[src/rtl/snf_qos_retry_pkg.sv]
// Shared definitions for the SNF QoS admission / retry block: REQ flit field
// layout, response field widths, queue entry formats and grant FSM states.
package snf_qos_retry_pkg;

    // REQ flit layout (opaque bits above ALLOWRETRY travel untouched)
    localparam int unsigned REQ_FLIT_W = 32;
    localparam int unsigned QOS_LSB    = 0;
    localparam int unsigned QOS_W      = 4;
    localparam int unsigned NODEID_W   = 11;
    localparam int unsigned SRCID_LSB  = 4;
    localparam int unsigned TXNID_W    = 12;
    localparam int unsigned TXNID_LSB  = 15;
    localparam int unsigned AR_BIT     = 27;
    localparam int unsigned PCRDTYPE_W = 4;

    typedef logic [REQ_FLIT_W-1:0] req_flit_t;

    // Retry queue entry: everything a RetryAck needs
    typedef struct packed {
        logic [NODEID_W-1:0]   srcid;
        logic [TXNID_W-1:0]    txnid;
        logic [PCRDTYPE_W-1:0] pcrdtype;
    } retry_ent_t;

    // Pend-grant queue entry: everything a PCrdGrant needs
    typedef struct packed {
        logic [NODEID_W-1:0]   srcid;
        logic [PCRDTYPE_W-1:0] pcrdtype;
    } grant_ent_t;

    typedef enum logic {
        GNT_IDLE = 1'b0,
        GNT_BUSY = 1'b1
    } gnt_state_e;

endpackage

[src/rtl/snf_qos_fifo.sv]
// Small synchronous FIFO with asynchronous reset; head shows the oldest entry.
module snf_qos_fifo #(
    parameter int unsigned WIDTH = 8,
    parameter int unsigned DEPTH = 4
) (
    input  logic             clk,
    input  logic             rst,
    input  logic             push,
    input  logic [WIDTH-1:0] push_data,
    input  logic             pop,
    output logic             push_full,
    output logic             empty,
    output logic [WIDTH-1:0] head
);

    localparam int unsigned AW = (DEPTH > 1) ? $clog2(DEPTH) : 1;
    localparam int unsigned CW = $clog2(DEPTH + 1);

    logic [WIDTH-1:0] mem [DEPTH];
    logic [AW-1:0]    rd_ptr;
    logic [AW-1:0]    wr_ptr;
    logic [CW-1:0]    count;
    logic             do_push;
    logic             do_pop;

    assign empty     = (count == '0);
    assign push_full = (count == CW'(DEPTH));
    assign head      = mem[rd_ptr];
    assign do_pop    = pop & ~empty;
    assign do_push   = push & ~push_full;

    // Storage, pointers and occupancy; pointers wrap explicitly for any DEPTH
    always_ff @(posedge clk or posedge rst) begin
        if (rst) begin
            for (int unsigned i = 0; i < DEPTH; i++) begin
                mem[i] <= '0;
            end
            rd_ptr <= '0;
            wr_ptr <= '0;
            count  <= '0;
        end else begin
            if (do_push) begin
                mem[wr_ptr] <= push_data;
                wr_ptr      <= (wr_ptr == AW'(DEPTH - 1)) ? '0 : wr_ptr + 1'b1;
            end
            if (do_pop) begin
                rd_ptr <= (rd_ptr == AW'(DEPTH - 1)) ? '0 : rd_ptr + 1'b1;
            end
            count <= count + CW'(do_push) - CW'(do_pop);
        end
    end

endmodule

[src/rtl/snf_qos_retry.sv]
// SNF RXREQ admission control: accepts or retries each s0 REQ flit against the
// free tracker count with a QoS reserve, queues RetryAcks and PCrdGrants.
module snf_qos_retry
    import snf_qos_retry_pkg::*;
#(
    parameter int unsigned XP_LCRD_NUM_PARAM = 4,
    parameter int unsigned TRK_NUM_PARAM     = 16,
    parameter int unsigned QOS_HI_THR_PARAM  = 8,
    parameter int unsigned QOS_RSV_NUM_PARAM = 2,
    parameter int unsigned PCRD_FIFO_DEPTH   = 16
) (
    input  logic                  clk,
    input  logic                  rst,
    input  logic                  rxreq_valid_s0,
    input  logic [REQ_FLIT_W-1:0] rxreqflit_s0,
    output logic                  rxreq_retry_enable_s0,
    output logic                  qos_req_valid_s1,
    output logic [REQ_FLIT_W-1:0] qos_reqflit_s1,
    input  logic                  trk_entry_free_s1,
    output logic                  retryack_valid_s1,
    output logic [NODEID_W-1:0]   retryack_tgtid_s1,
    output logic [TXNID_W-1:0]    retryack_txnid_s1,
    output logic [PCRDTYPE_W-1:0] retryack_pcrdtype_s1,
    input  logic                  txrsp_retryack_won_s1,
    output logic                  pcrdgrant_valid_s1,
    output logic [NODEID_W-1:0]   pcrdgrant_tgtid_s1,
    output logic [PCRDTYPE_W-1:0] pcrdgrant_pcrdtype_s1,
    input  logic                  txrsp_pcrdgrant_won_s1
);

    localparam int unsigned CNT_W = $clog2(TRK_NUM_PARAM + 1);

    logic [CNT_W-1:0]    free_cnt;
    logic [CNT_W-1:0]    rsv_cnt;
    logic [CNT_W:0]      avail;
    logic [QOS_W-1:0]    s0_qos;
    logic [NODEID_W-1:0] s0_srcid;
    logic [TXNID_W-1:0]  s0_txnid;
    logic                s0_ar;
    logic                lo_ok;
    logic                retry;
    logic                acc_free;
    logic                acc_rsv;
    logic                gnt_start;
    logic                gnt_pop;
    logic                retry_full;
    logic                retry_empty;
    logic                pend_full;
    logic                pend_empty;
    retry_ent_t          retry_push;
    retry_ent_t          retry_head;
    grant_ent_t          pend_push;
    grant_ent_t          pend_head;
    gnt_state_e          gnt_state;
    gnt_state_e          gnt_state_nxt;

    assign s0_qos   = rxreqflit_s0[QOS_LSB +: QOS_W];
    assign s0_srcid = rxreqflit_s0[SRCID_LSB +: NODEID_W];
    assign s0_txnid = rxreqflit_s0[TXNID_LSB +: TXNID_W];
    assign s0_ar    = rxreqflit_s0[AR_BIT];

    assign lo_ok    = (32'(s0_qos) >= QOS_HI_THR_PARAM) || (32'(free_cnt) > QOS_RSV_NUM_PARAM);
    assign retry    = rxreq_valid_s0 & s0_ar & ((free_cnt == '0) | ~lo_ok);
    assign acc_free = rxreq_valid_s0 & s0_ar & ~retry;
    assign acc_rsv  = rxreq_valid_s0 & ~s0_ar;

    // Entries available to a grant once this cycle's accept and release settle
    assign avail = {1'b0, free_cnt} - (CNT_W + 1)'(acc_free) + (CNT_W + 1)'(trk_entry_free_s1);

    assign rxreq_retry_enable_s0 = retry;

    assign retry_push = '{srcid: s0_srcid, txnid: s0_txnid, pcrdtype: '0};
    assign pend_push  = '{srcid: s0_srcid, pcrdtype: '0};

    assign retryack_valid_s1     = ~retry_empty;
    assign retryack_tgtid_s1     = retry_head.srcid;
    assign retryack_txnid_s1     = retry_head.txnid;
    assign retryack_pcrdtype_s1  = retry_head.pcrdtype;
    assign pcrdgrant_valid_s1    = (gnt_state == GNT_BUSY);
    assign pcrdgrant_tgtid_s1    = pend_head.srcid;
    assign pcrdgrant_pcrdtype_s1 = pend_head.pcrdtype;

    snf_qos_fifo #(
        .WIDTH($bits(retry_ent_t)),
        .DEPTH(XP_LCRD_NUM_PARAM)
    ) u_retry_fifo (
        .clk      (clk),
        .rst      (rst),
        .push     (retry),
        .push_data(retry_push),
        .pop      (txrsp_retryack_won_s1),
        .push_full(retry_full),
        .empty    (retry_empty),
        .head     (retry_head)
    );

    snf_qos_fifo #(
        .WIDTH($bits(grant_ent_t)),
        .DEPTH(PCRD_FIFO_DEPTH)
    ) u_pend_fifo (
        .clk      (clk),
        .rst      (rst),
        .push     (retry),
        .push_data(pend_push),
        .pop      (gnt_pop),
        .push_full(pend_full),
        .empty    (pend_empty),
        .head     (pend_head)
    );

    // Grant handshake state register
    always_ff @(posedge clk or posedge rst) begin
        if (rst) begin
            gnt_state <= GNT_IDLE;
        end else begin
            gnt_state <= gnt_state_nxt;
        end
    end

    // Grant start when a grant is pending and an entry is left after accepts; pop on won
    always_comb begin
        gnt_state_nxt = gnt_state;
        gnt_start     = 1'b0;
        gnt_pop       = 1'b0;
        case (gnt_state)
            GNT_IDLE: begin
                if (!pend_empty && (avail != '0)) begin
                    gnt_start     = 1'b1;
                    gnt_state_nxt = GNT_BUSY;
                end
            end
            GNT_BUSY: begin
                if (txrsp_pcrdgrant_won_s1) begin
                    gnt_pop       = 1'b1;
                    gnt_state_nxt = GNT_IDLE;
                end
            end
            default: gnt_state_nxt = GNT_IDLE;
        endcase
    end

    // Free and reserved entry counters; all contributions may land in one cycle
    always_ff @(posedge clk or posedge rst) begin
        if (rst) begin
            free_cnt <= CNT_W'(TRK_NUM_PARAM);
            rsv_cnt  <= '0;
        end else begin
            free_cnt <= free_cnt - CNT_W'(acc_free) + CNT_W'(trk_entry_free_s1) - CNT_W'(gnt_start);
            rsv_cnt  <= rsv_cnt + CNT_W'(gnt_start) - CNT_W'(acc_rsv);
        end
    end

    // Accepted flit handed to the tracker one cycle later
    always_ff @(posedge clk or posedge rst) begin
        if (rst) begin
            qos_req_valid_s1 <= 1'b0;
            qos_reqflit_s1   <= '0;
        end else begin
            qos_req_valid_s1 <= acc_free | acc_rsv;
            if (acc_free | acc_rsv) begin
                qos_reqflit_s1 <= rxreqflit_s0;
            end
        end
    end

    a_rsv_underflow: assert property (@(posedge clk) disable iff (rst)
        !(rxreq_valid_s0 && !s0_ar && (rsv_cnt == '0)));
    a_cnt_bound: assert property (@(posedge clk) disable iff (rst)
        (32'(free_cnt) + 32'(rsv_cnt)) <= TRK_NUM_PARAM);
    a_retry_overflow: assert property (@(posedge clk) disable iff (rst)
        !(retry && retry_full));
    a_pend_overflow: assert property (@(posedge clk) disable iff (rst)
        !(retry && pend_full));

endmodule

[config.mk]
export PLATFORM = sky130hd
export DESIGN_NAME = snf_qos_retry
export DESIGN_NICKNAME = d
export VERILOG_FILES = /design/src/rtl/snf_qos_retry_pkg.sv /design/src/rtl/snf_qos_fifo.sv /design/src/rtl/snf_qos_retry.sv
export SDC_FILE = /design/constraint.sdc
export NUM_CORES = 1
export LEC_CHECK = 0
export CELL_PAD_IN_SITES_DETAIL_PLACEMENT = 0
export CELL_PAD_IN_SITES_GLOBAL_PLACEMENT = 1
export CORE_AREA = 4 4 191 193
export CTS_CLUSTER_DIAMETER = 40
export DETAILED_ROUTE_END_ITERATION = 8
export DIE_AREA = 0 0 195 197
export PLACE_DENSITY = 0.71
export REMOVE_ABC_BUFFERS = 1
export SYNTH_ARGS = -nofsm -noshare
export SYNTH_HDL_FRONTEND = slang
export SYNTH_SLANG_ARGS = --single-unit
[constraint.sdc]
create_clock -name clk -period 15.1 [get_ports clk]
set_input_delay 3.775 -clock clk [delete_from_list [all_inputs] [get_ports clk]]
set_output_delay 3.775 -clock clk [all_outputs]
set_load 0.1 [all_outputs]
# ---- Word-level counts from Yosys, hierarchy flattened
# Index checks and enable logic that the tools add are counted.
dict set report word_totals {
  reg_bits 407
}
dict set report classes {
  addsub 13
  order_cmp 8
  n_eq_ne 6
  n_mux 22
  bitwise 22
  reduce_logical 9
}
# cell count
set ops {}
lappend ops {{$bwmux W240} 1}
lappend ops {{$bwmux W108} 1}
lappend ops {{$mux W27} 3}
lappend ops {{$bmux W15 S4} 1}
lappend ops {{$demux W15 S4} 1}
lappend ops {{$bmux W27 S2} 1}
lappend ops {{$demux W27 S2} 1}
lappend ops {{$mux W15} 3}
lappend ops {{$sub A5 B1 Y5} 3}
lappend ops {{$add A5 B1 Y5} 2}
lappend ops {{$ge A5 B5 Y1 const B} 2}
lappend ops {{$logic_not A5 Y1} 2}
lappend ops {{$not A4 Y5} 2}
lappend ops {{$add A4 B1 Y4 const B} 2}
lappend ops {{$and A1 B1 Y1} 8}
lappend ops {{$eq A4 B4 Y1 const B} 2}
lappend ops {{$mux W4} 2}
lappend ops {{$not A1 Y1} 8}
lappend ops {{$add A6 B1 Y6} 1}
lappend ops {{$ge A3 B3 Y1 const B} 2}
lappend ops {{$not A2 Y3} 2}
lappend ops {{$reduce_bool A6 Y1} 1}
lappend ops {{$sub A5 B1 Y6} 1}
lappend ops {{$eq A5 B5 Y1 const B} 1}
lappend ops {{17 further kinds} 27}

# ---- Longest topological paths before layout
# Gate-level depths: netlist (run 1).
dict set report logic_depth {
  ltp_word 14
  mapped_depth 24
  ltp_nobuf 24
}

# ---- Hierarchy
# A second synthesis (run 1) with hierarchy kept.
dict set report hier_totals {
  cells_unflattened 1215
  hier_area_um2 19786.5
}
# mod n_inst cells_per_inst area_each_um2
set by_module_without_submodules {}
lappend by_module_without_submodules {{snf_qos_fifo (u_pend_fifo)} 1 770 12259.3}
lappend by_module_without_submodules {{snf_qos_fifo (u_retry_fifo)} 1 300 5491.5}
lappend by_module_without_submodules {snf_qos_retry 1 145 2035.7}

# ---- Worst setup path after synthesis (run 1)
# No wires, ideal clock.
dict set report synth_path {
  kind {input to output}
  from {in rxreqflit_s0[3]}
  to {out rxreq_retry_enable_s0}
  arrival_time_ps 5297
  t_required_ps 11325
  path_slack_ps 6028
  cell_stages 3
  path_buffers 0
  cell_sequence {nor2b_2 > a32oi_4 > nor2_1}
}
dict set report synth_between {
  elab_chain_cells 5
}
# item line
set synth_lines {}
lappend synth_lines {{from (decl)} snf_qos_retry.sv:15} ;# input logic [REQ_FLIT_W-1:0] rxreqflit_s0,
lappend synth_lines {{$ge A4 B4 Y1} snf_qos_retry.sv:62} ;# assign lo_ok = (32'(s0_qos) >= QOS_HI_THR_PARAM) || (32'(free_cnt) > QOS_RSV_NUM_PARAM);
lappend synth_lines {{$logic_or A1 B1 Y1} snf_qos_retry.sv:62}
lappend synth_lines {{$not A1 Y1} snf_qos_retry.sv:63} ;# assign retry = rxreq_valid_s0 & s0_ar & ((free_cnt == '0) | ~lo_ok);
lappend synth_lines {{$or A1 B1 Y1} snf_qos_retry.sv:63}
lappend synth_lines {{$and A1 B1 Y1} snf_qos_retry.sv:63}
lappend synth_lines {{to (decl)} snf_qos_retry.sv:16} ;# output logic rxreq_retry_enable_s0,
# No other way between the ends.

# ---- Worst setup path in the final report (run 1)
dict set report layout_path {
  from {in rxreq_valid_s0}
  to {out rxreq_retry_enable_s0}
}
dict set report layout_between {
  elab_chain_cells 2
}
# item line
set layout_lines {}
lappend layout_lines {{from (decl)} snf_qos_retry.sv:14} ;# input logic rxreq_valid_s0,
lappend layout_lines {{$and A1 B1 Y1 (2 in series)} snf_qos_retry.sv:63}
# No other way between the ends.

==> metrics, run 1 <==
Worst Path Required 11.32 ns; GRT Overall Usage 16.9%; Ant. Diodes 0; Max stage delay on crit path 1.14 ns; Top Ports 116; total grt overflow 0; Starting DRT DRC Count 400; Final Wtd Congestion 0.697; outcome finished clean; DP Worst Slack 5.46 ns; fin worst setup slack 5.46 ns; final count of negative-setup-slack endpoints 0; Final Cycle Share 63.9%; postcts setup bufs 0; Max-Cap Viols 0; synth warn 0; ratio of cells with drive above 1 in the final layout 42.4%; largest net degree at the start of global routing 111; dpl hpwl 19,100 um; WL final between 30,000 and 40,000 um; Critical Path Slowest Stage Cell clkdlybuf4s50_1; number of buffers created by CTS 50; NumNets Final 1,176; f_max 104 MHz; Hold WS 0.497 ns; critical path launch point type primary input; Area Growth Syn to Fin 19.6%; TritonRoute pass-1 iters 4; RSZ-0062 raised after global routing false; commonest non-fill, non-tap cells in the layout dfrtp_1 (322), mux2_2 (222), clkdlybuf4s50_1 (107), mux2_4 (80), mux4_2 (67); Pwr Density 220 mW/mm2; crit path DAT 5.87 ns; Post-synth EDFFs 0; CTS Buffer Depth 3; FF+latch count, synth 327; Crit Path Class in2out; Async S/R FF share, synth between 90% and 100%; Die Ht just under 200 um; Synth cell types 48; row cnt between 60 and 70; worst min path class reg2reg; via count 8,523; most common cell after layout, fill and taps aside dfrtp_1; Hold Buf Count CTS 0; antenna viol nets, final 0; final count of hold timing violations 0; Slew HR 28.0%; die width 195 um; Starting Density ~45%; vias in the first global route 9,077; crit path max fanout 7; Worst Tran Pin Value 1.08 ns; CP most frequent cell clkdlybuf4s50_1; CTS tree built; VDD IR max about 0.14 mV; drc violations 0; PostCTS Resize Cnt 0; minimum clock period slightly below 10 ns; Synth Flop Type dfrtp_1; clk sink count 327; initial antenna violation count 0; vias per inst 5.35; crit-path cells clkdlybuf4s50_1 -> nand3_2 -> nor2_1 -> clkdlybuf4s50_1; P_leak a little under 9 nW; Final Core Density 53.7%; final clock skew approximately 0.031 ns; port bufs 107; DR WL/cell 20.3 um; clock-pin transition on the worst setup and hold timing paths roughly 0.060 ns; Post-Syn Area 0.0155 mm2; syn avg cell area 15.4 um2; max-slew violation count 0; Syn Inst Count 1,009; CP endpoint kind output pin; Clock Latency Late Sink 0.56 ns; H-tree depth 2; Root Buffer clkbuf_16; Final TNS setup 0 ns; core area 0.0345 mm2; sequential fraction of the synthesis area 52.8%; DIE AREA slightly below 0.04 mm2; first-pass GRT wire length 51,800 um
[Yosys cell counts (2+ instances only)]
library cell    n  area (um2)
o21ai_0         8        40.0
nand4_1         2        12.5
nor2_1         12        45.0
a211oi_1       11        82.6
fa_1            5         100
nand2b_1        3        18.8
buf_6           8        90.1
nor3b_1         5        37.5
a21o_1          4        30.0
buf_4          11        82.6
buf_1           3        11.3
or3_1           2        12.5
ha_1           32         400
nor2b_1        12        75.1
nand2_1        27         101
xnor2_1        10        87.6
xor2_1          3        26.3
mux4_2         67        1510
mux2i_1        11         110
nand2_4         4        45.0
nand3_1         4        20.0
inv_1          34         128
clkbuf_1       35         131
nor3_1          5        25.0
mux2_4         80        1200
mux2_2        222        2500
dfrtp_1       326        8160
buf_2          25         125
a21oi_1        19        95.1
[layer usage]
| layer | GRT usage [%] | up-vias | share of wire, % |
|---|---|---|---|
| met3 | 3.21 | 37 | 3.8 |
| met1 | 24.5 | 4532 | 47 |
| met2 | 26.8 | 145 | 48 |
| li1 | - | 3809 | - |
| met4 | 4.01 | 0 | 1.5 |
| met5 | 0 | - | 0 |
[kinds of logic after synthesis]
family,count (synthesis),share of synthesized area [%]
multiplexers,380,34.3
flip-flops,327,52.8
buffers and inverters,117,3.70
AND/OR/NAND/NOR,84,3.00
AO/OA/AOI/OAI,50,2.23
adder cells (fa/ha/maj),37,3.23
XOR/XNOR,13,0.734
other,1,0.0242
[area by class of cell]
type	count	area, um2
Timing Repair Buffer	115	1130
Inverter	35	140
Multi-Input combinational cell	572	6780
Clock buffer	61	1380
Tap cell	455	569
Clock inverter	28	350
Fill cell	2884	16000
Sequential cell	327	8190
[where the power goes]
part / switching (mW) / internal (mW)
clock network: 0.416 / 0.758
registers: 0.144 / 1.11
logic: 1.04 / 0.626
total: 1.60 / 2.49
[metrics by stage]
step | instance area [um2] | power [mW] | instances
detailed placement | 16800 | 2.94 | 1504
floorplan | 15100 | 2.55 | 934
global route | 18500 | 4.29 | 1593
global placement | 16800 | 2.92 | 1504
finish | 18500 | 4.09 | 1593
CTS | 18500 | 4.14 | 1593
[critical path: cells and delay by family]
family | cells | cell delay (ns)
buffers and inverters | 2 | 1.70
AND/OR/NAND/NOR | 2 | 0.38
[path summary, 6_finish.rpt]
kind	start	depth (start not counted)	slack, ns	end
worst min register to register	u_pend_fifo.mem[88]	1	0.50	u_pend_fifo.mem[88]
worst min-delay path	u_pend_fifo.mem[88]	1	0.50	u_pend_fifo.mem[88]
min in group asynchronous	rst	2	3.79	u_retry_fifo.mem[9]
worst max-delay path	rxreq_valid_s0	4	5.46	rxreq_retry_enable_s0
worst max register to register	free_cnt[4]	19	10.05	free_cnt[2]
max in group asynchronous	rst	4	8.95	u_pend_fifo.mem[54]
[state kept, by name (all words and copies together) (netlist names)]
register             flops
qos_req_valid_s1         1
u_retry_fifo.rd_ptr      2
u_pend_fifo.mem        176
u_pend_fifo.rd_ptr       4
pcrdgrant_valid_s1       1
qos_reqflit_s1          32
u_pend_fifo.count        5
free_cnt                 5
u_retry_fifo.count       3
u_retry_fifo.mem        92
u_pend_fifo.wr_ptr       4
u_retry_fifo.wr_ptr      2
Power figures use the tool's default switching activity.
==> run 2, diff against run 1 <==
==> constraint.sdc (replaced) <==
create_clock -name clk -period 10 [get_ports clk]
set_input_delay 2.5 -clock clk [delete_from_list [all_inputs] [get_ports clk]]
set_output_delay 2.5 -clock clk [all_outputs]
set_load 0.1 [all_outputs]
==> metrics, run 2 (same netlist as run 1, synthesis figures left out) <==
outcome finished clean; final clock skew 0.0197 ns (-0.0115 ns); RSZ-0062 raised after global routing false; met3 routed WL 1050 um (-14%); clk sink count 327 (unchanged); f_max 141 MHz; VDD IR max 0.208 mV (+50%); WL final 32,300 um (about the same); clock-pin transition on the worst setup and hold timing paths 0.05 ns (about the same); number of buffers created by CTS 49 (-2.0%); Hold Buf Count CTS 0 (unchanged); sequential cell area 0.00819 mm2 (unchanged); Die Ht 197 um (unchanged); die width 195 um (unchanged); clock power share 29.5% (+0.8 points); RR Endpoint free_cnt[2]; Worst Path Required 7.50 ns (-3.82 ns); initial antenna violation count 0 (unchanged); Pwr Density 335 mW/mm2 (+52%); CTS Buffer Depth 3 (unchanged); vias in the first global route 9,129 (+0.57%); postcts setup bufs 0 (unchanged); Area Growth Syn to Fin 19.8%; WHS Path Cells 1 (unchanged); Starting Density 44.9% (unchanged); Biggest register u_pend_fifo.mem; commonest non-fill, non-tap cells in the layout dfrtp_1 (322), mux2_2 (222), clkdlybuf4s50_1 (107), mux2_4 (80), mux4_2 (67); CTS tree built; WL met1 15,200 um (-0.27%); DIE AREA 0.0384 mm2 (unchanged); final count of negative-setup-slack endpoints 0 (unchanged); CP endpoint kind output pin; Root Buffer clkbuf_16; Crit Path Class in2out; sw frac 38.4% (-0.62 points); Filler cells 2,875 (-0.31%); P_leak 8.96 nW (+0.30%); crit path max fanout 7 (unchanged); Final TNS setup 0 ns (unchanged); Final Cycle Share 70.9%; combinational share of power 39.6% (-1.1 points); minimum clock period 7.09 ns; crit path DAT 4.59 ns (-1.28 ns); drc violations 0 (unchanged); fin worst setup slack 2.91 ns (-2.54 ns); largest net degree at the start of global routing 139 (+25%); dpl hpwl 19,200 um (+0.48%); antenna viol nets, final 0 (unchanged); worst hold endpoint u_pend_fifo.mem[87]; vias per inst 5.33 (-0.33%); Starting DRT DRC Count 402 (+0.50%); Pint 3.84 mW (+54%); top layer reached by signal wires met4; biggest regs u_pend_fifo.mem (176), u_retry_fifo.mem (92), qos_reqflit_s1 (32); met2 WL 15,500 um (+0.86%); Seq pwr share 30.9% (+0.3 points); Critical R2R Launch free_cnt[4]; Worst Min Path Start u_pend_fifo.mem[87]; port bufs 107 (unchanged); Hold WS 0.497 ns (-0.000357 ns); final count of hold timing violations 0 (unchanged); core area 0.0345 mm2 (unchanged); DP Worst Slack 2.85 ns (-2.61 ns); TritonRoute pass-1 iters 4 (unchanged); critical path launch point type primary input; first-pass GRT wire length 52,100 um (+0.59%); Final Wtd Congestion 0.711 (+1.9%); H-tree depth 2 (unchanged); number of flip-flops under the largest register name 176 (unchanged); Clock Latency Late Sink 0.56 ns (about the same); worst min path class reg2reg; PostCTS Resize Cnt 0 (unchanged); total grt overflow 0 (unchanged); ratio of cells with drive above 1 in the final layout 42.2% (-0.19 points); R2R depth 19 (unchanged); via count 8,484 (-0.46%); Ant. Diodes 0 (unchanged); Max-Cap Viols 0 (unchanged); row cnt 68 (unchanged); Slew HR 23.2% (-4.8 points); worst reg2reg setup slack 4.92 ns (-5.13 ns); multi-input logic area 0.00678 mm2 (unchanged); NumNets Final 1,173 (-0.26%); max-slew violation count 0 (unchanged); Top Ports 116 (unchanged); reported net switching power 2.40 mW (+50%); most common cell after layout, fill and taps aside dfrtp_1; Worst Tran Pin Value 1.15 ns (+0.0720 ns); DR WL/cell 20.3 um (about the same); GRT Overall Usage 17.0% (+0.045 points)
run 2: cell types whose count changed in the layout (fill, tap and decap cells not counted), sizes merged:
cell      change
bufinv        +4
buf           -2
clkbuf        +1
clkinvlp      -2
inv           -4
clkinv        +1
run 2: final cells by class:
cell class / instances / area share (%)
sequential: 327 / 44.1
multi-input combinational: 572 / 36.5
clock buffer: 62 / 7.35
timing repair buffer: 113 / 6.07
tap: 455 / 3.06
clock inverter: 27 / 2.23
inverter: 35 / 0.754
run 2: worst max path at each step:
stage	cells after the start	end	slack, ns	startpoint
after global routing	4	rxreq_retry_enable_s0	2.82	rxreq_valid_s0
after detailed placement	18	free_cnt[2]	2.85	rxreqflit_s0[3]
after CTS	4	rxreq_retry_enable_s0	2.91	rxreq_valid_s0
after global placement	5	rxreq_retry_enable_s0	2.95	rxreqflit_s0[3]
final	4	rxreq_retry_enable_s0	2.91	rxreq_valid_s0
after floorplan	1	free_cnt[0]	-1.55	rst
run 2: power groups by stage:
stage	Clock [mW]	Sequential, mW	Combinational (mW)
6_report	1.84	1.93	2.47
5_1_grt	1.94	1.98	2.63
4_1_cts	1.88	1.93	2.50
3_5_place_dp	0	1.95	2.50
3_3_place_gp	0	1.93	2.47
2_1_floorplan	0	2.17	1.68
run 2: worst max-delay path: stages:
cell             delay [ns]
clkdlybuf4s50_1        0.57
nand3_2                0.22
nor2_1                 0.16
clkdlybuf4s50_1        1.14
run 2: metrics by stage:
stage               utilization [%]  instance area, um2  power [mW]  instances
floorplan                         -               15100        3.85        934
global placement               48.6               16800        4.40       1502
detailed placement             48.6               16800        4.44       1502
CTS                            53.8               18600        6.31       1591
global route                   53.8               18600        6.54       1591
finish                         53.8               18600        6.23       1591
run 2: routing by layer:
metal  GRT usage, %  up-vias
li1               -     3804
met4           4.71        0
met1           23.9     4515
met2           27.4      129
met3           3.08       36
met5              0        -
==> edit (settings of run 2) <==
The parameter `QOS_HI_THR_PARAM` goes from 8 to 4.
--- a/src/rtl/snf_qos_retry.sv
+++ b/src/rtl/snf_qos_retry.sv
@@ -5,7 +5,7 @@
 #(
     parameter int unsigned XP_LCRD_NUM_PARAM = 4,
     parameter int unsigned TRK_NUM_PARAM     = 16,
-    parameter int unsigned QOS_HI_THR_PARAM  = 8,
+    parameter int unsigned QOS_HI_THR_PARAM  = 4,
     parameter int unsigned QOS_RSV_NUM_PARAM = 2,
     parameter int unsigned PCRD_FIFO_DEPTH   = 16
 ) (
Function: same outputs for any inputs over 10 cycles, from zero or initial values and one cycle with rst high; that may be too few to reach the edited logic, so the function may still have changed.
==> edit against run 2 <==
Sequential cell count did not move; register-to-register slack got worse by 0.22 ns; final area rose by 0.10%; wire length fell by 0.52%; via count rose by 1.7%; count of clock-buffer cells in the layout fell by 4; largest cell class unchanged; cell count rose by 0.82%; setup slack got worse by 0.34 ns; area after synthesis rose by 1.3%; synthesized cell count rose by 0.89%; total power fell by 12%; critical path depth rose by 3; sequential share of layout area fell by 0.051 points; highest routed layer unchanged; first-iteration DRC count fell by 19%.
==> edit: results (changes against run 2) <==
The tools report the post-layout net count as 1186 (was 1173). The run gives 9274 (was 9129) as the number of global-route vias before repair. The tools report the overall via count from detail_route as 8631 (was 8484). The logs give 137 (was 139) for the maximum number of pins on one net before global-route repair and 229 uV (was 208 uV) for the largest voltage drop on the vdd net.

Overall routing resource usage: 17.0% (about the same). Count of unique library cells instantiated by Yosys: 53 (was 48). The placed wire-length estimate was 19600 um (was 19200 um).

The number of signal-net buffers in the layout was 126 (was 113). The combinational-cell power consumption is 2.02 mW (was 2.47 mW). The area occupied by registers was 8190 sq um (about the same); the number of multi-input combinational cells in the layout was 571 (was 572).

The net switching power figure came out at 2.13 mW (was 2.40 mW). Largest fanout on the critical path: 23 (was 7). The run gives 2950 (was 2875) as the count of fill cells added during filler insertion.

The run gives 4.31% (was 3.08%) as the met3 global-route usage. The proportion of final cell area spent on non-clock buffers is 6.59% (was 6.07%). The final weighted congestion in routability-driven placement was 0.723 (was 0.711); the sequential cell area fraction in the yosys report was 52.1% (was 52.8%). For the met2 track demand over resource, the log shows 26.8% (was 27.4%). The slew at the pin closest to its max-slew limit is 1.16 ns (was 1.15 ns), and the clock buffer and inverter area fraction after layout is 8.76% (was 9.57%). The setup slack of the most critical reg-to-reg path came out at 4.70 ns (was 4.92 ns). The slowest stage cell on the critical path is sky130_fd_sc_hd__clkdlybuf4s50_1 (unchanged). Switching portion of total power: 38.6% (was 38.4%). The tools report the routed metal-1 wire length as 14600 um (was 15200 um).

Biggest area contributors in the synthesized netlist: sky130_fd_sc_hd__dfrtp_1, sky130_fd_sc_hd__mux2_2, sky130_fd_sc_hd__mux4_2 (unchanged). The tools report the destination of the worst register-to-register timing path as free_cnt[3] (was free_cnt[2]). The first-pass GRT wire length was 52900 um (was 52100 um).

The run finished with clean final reports. The logs give 1990 um (was 1050 um) for the met3 routed wirelength and 325 (was 402) for the DRC marker count from the first detailed-route iteration. The wire length on met2 is 14900 um (was 15500 um), and the share of cell area taken by multi-input logic gates is 36.8% (was 36.5%). Post-synth top cells: sky130_fd_sc_hd__dfrtp_1, sky130_fd_sc_hd__mux2_2, sky130_fd_sc_hd__mux4_2 (was sky130_fd_sc_hd__dfrtp_1, sky130_fd_sc_hd__mux2_2, sky130_fd_sc_hd__mux2_4). Number of non-clock inverters in the layout: 36 (was 35).

The tools report the total of clock buffers placed in the layout as 58 (was 62). For the static leakage, the log shows 8.58 nW (was 8.96 nW).
==> edit: changes by cell type after synthesis, moves of 11 or more <==
cell,change
sky130_fd_sc_hd__nor4_4,+11
sky130_fd_sc_hd__mux2_2,+11
sky130_fd_sc_hd__mux2_4,-30
sky130_fd_sc_hd__mux2_1,+21
==> edit: per-stage QoR <==
stage | hold slack, ns | instances | worst slack, ns | util, % | TNS, ns
6_report | 0.478 | 1604 | 2.57 | 53.9 | 0
5_1_grt | 0.504 | 1604 | 2.48 | 53.9 | 0
4_1_cts | 0.484 | 1604 | 2.55 | 53.9 | 0
3_5_place_dp | 0.469 | 1515 | 2.55 | 49.1 | 0
3_3_place_gp | 0.462 | 1515 | 2.61 | 49.1 | 0
2_1_floorplan | 0.452 | 934 | -1.55 | - | -506.30
==> edit: cells by family after synthesis <==
logic type               after synthesis  share of synthesized area [%]
multiplexers                         382                           33.3
AND/OR/NAND/NOR                       81                           3.97
buffers and inverters                127                           4.48
AO/OA/AOI/OAI                         50                           2.21
adder cells (fa/ha/maj)               37                           3.19
flip-flops                           327                           52.1
other                                  1                         0.0239
XOR/XNOR                              13                          0.725
==> edit: worst min path at each step <==
stage | startpoint | to | slack [ns] | depth (start not counted)
finish | qos_reqflit_s1[27] | qos_reqflit_s1[27] | 0.48 | 1
global route | u_retry_fifo.mem[50] | u_retry_fifo.mem[50] | 0.50 | 1
global placement | u_retry_fifo.mem[48] | u_retry_fifo.mem[48] | 0.46 | 1
floorplan | u_retry_fifo.mem[48] | u_retry_fifo.mem[48] | 0.45 | 1
detailed placement | qos_reqflit_s1[27] | qos_reqflit_s1[27] | 0.47 | 1
CTS | qos_reqflit_s1[27] | qos_reqflit_s1[27] | 0.48 | 1
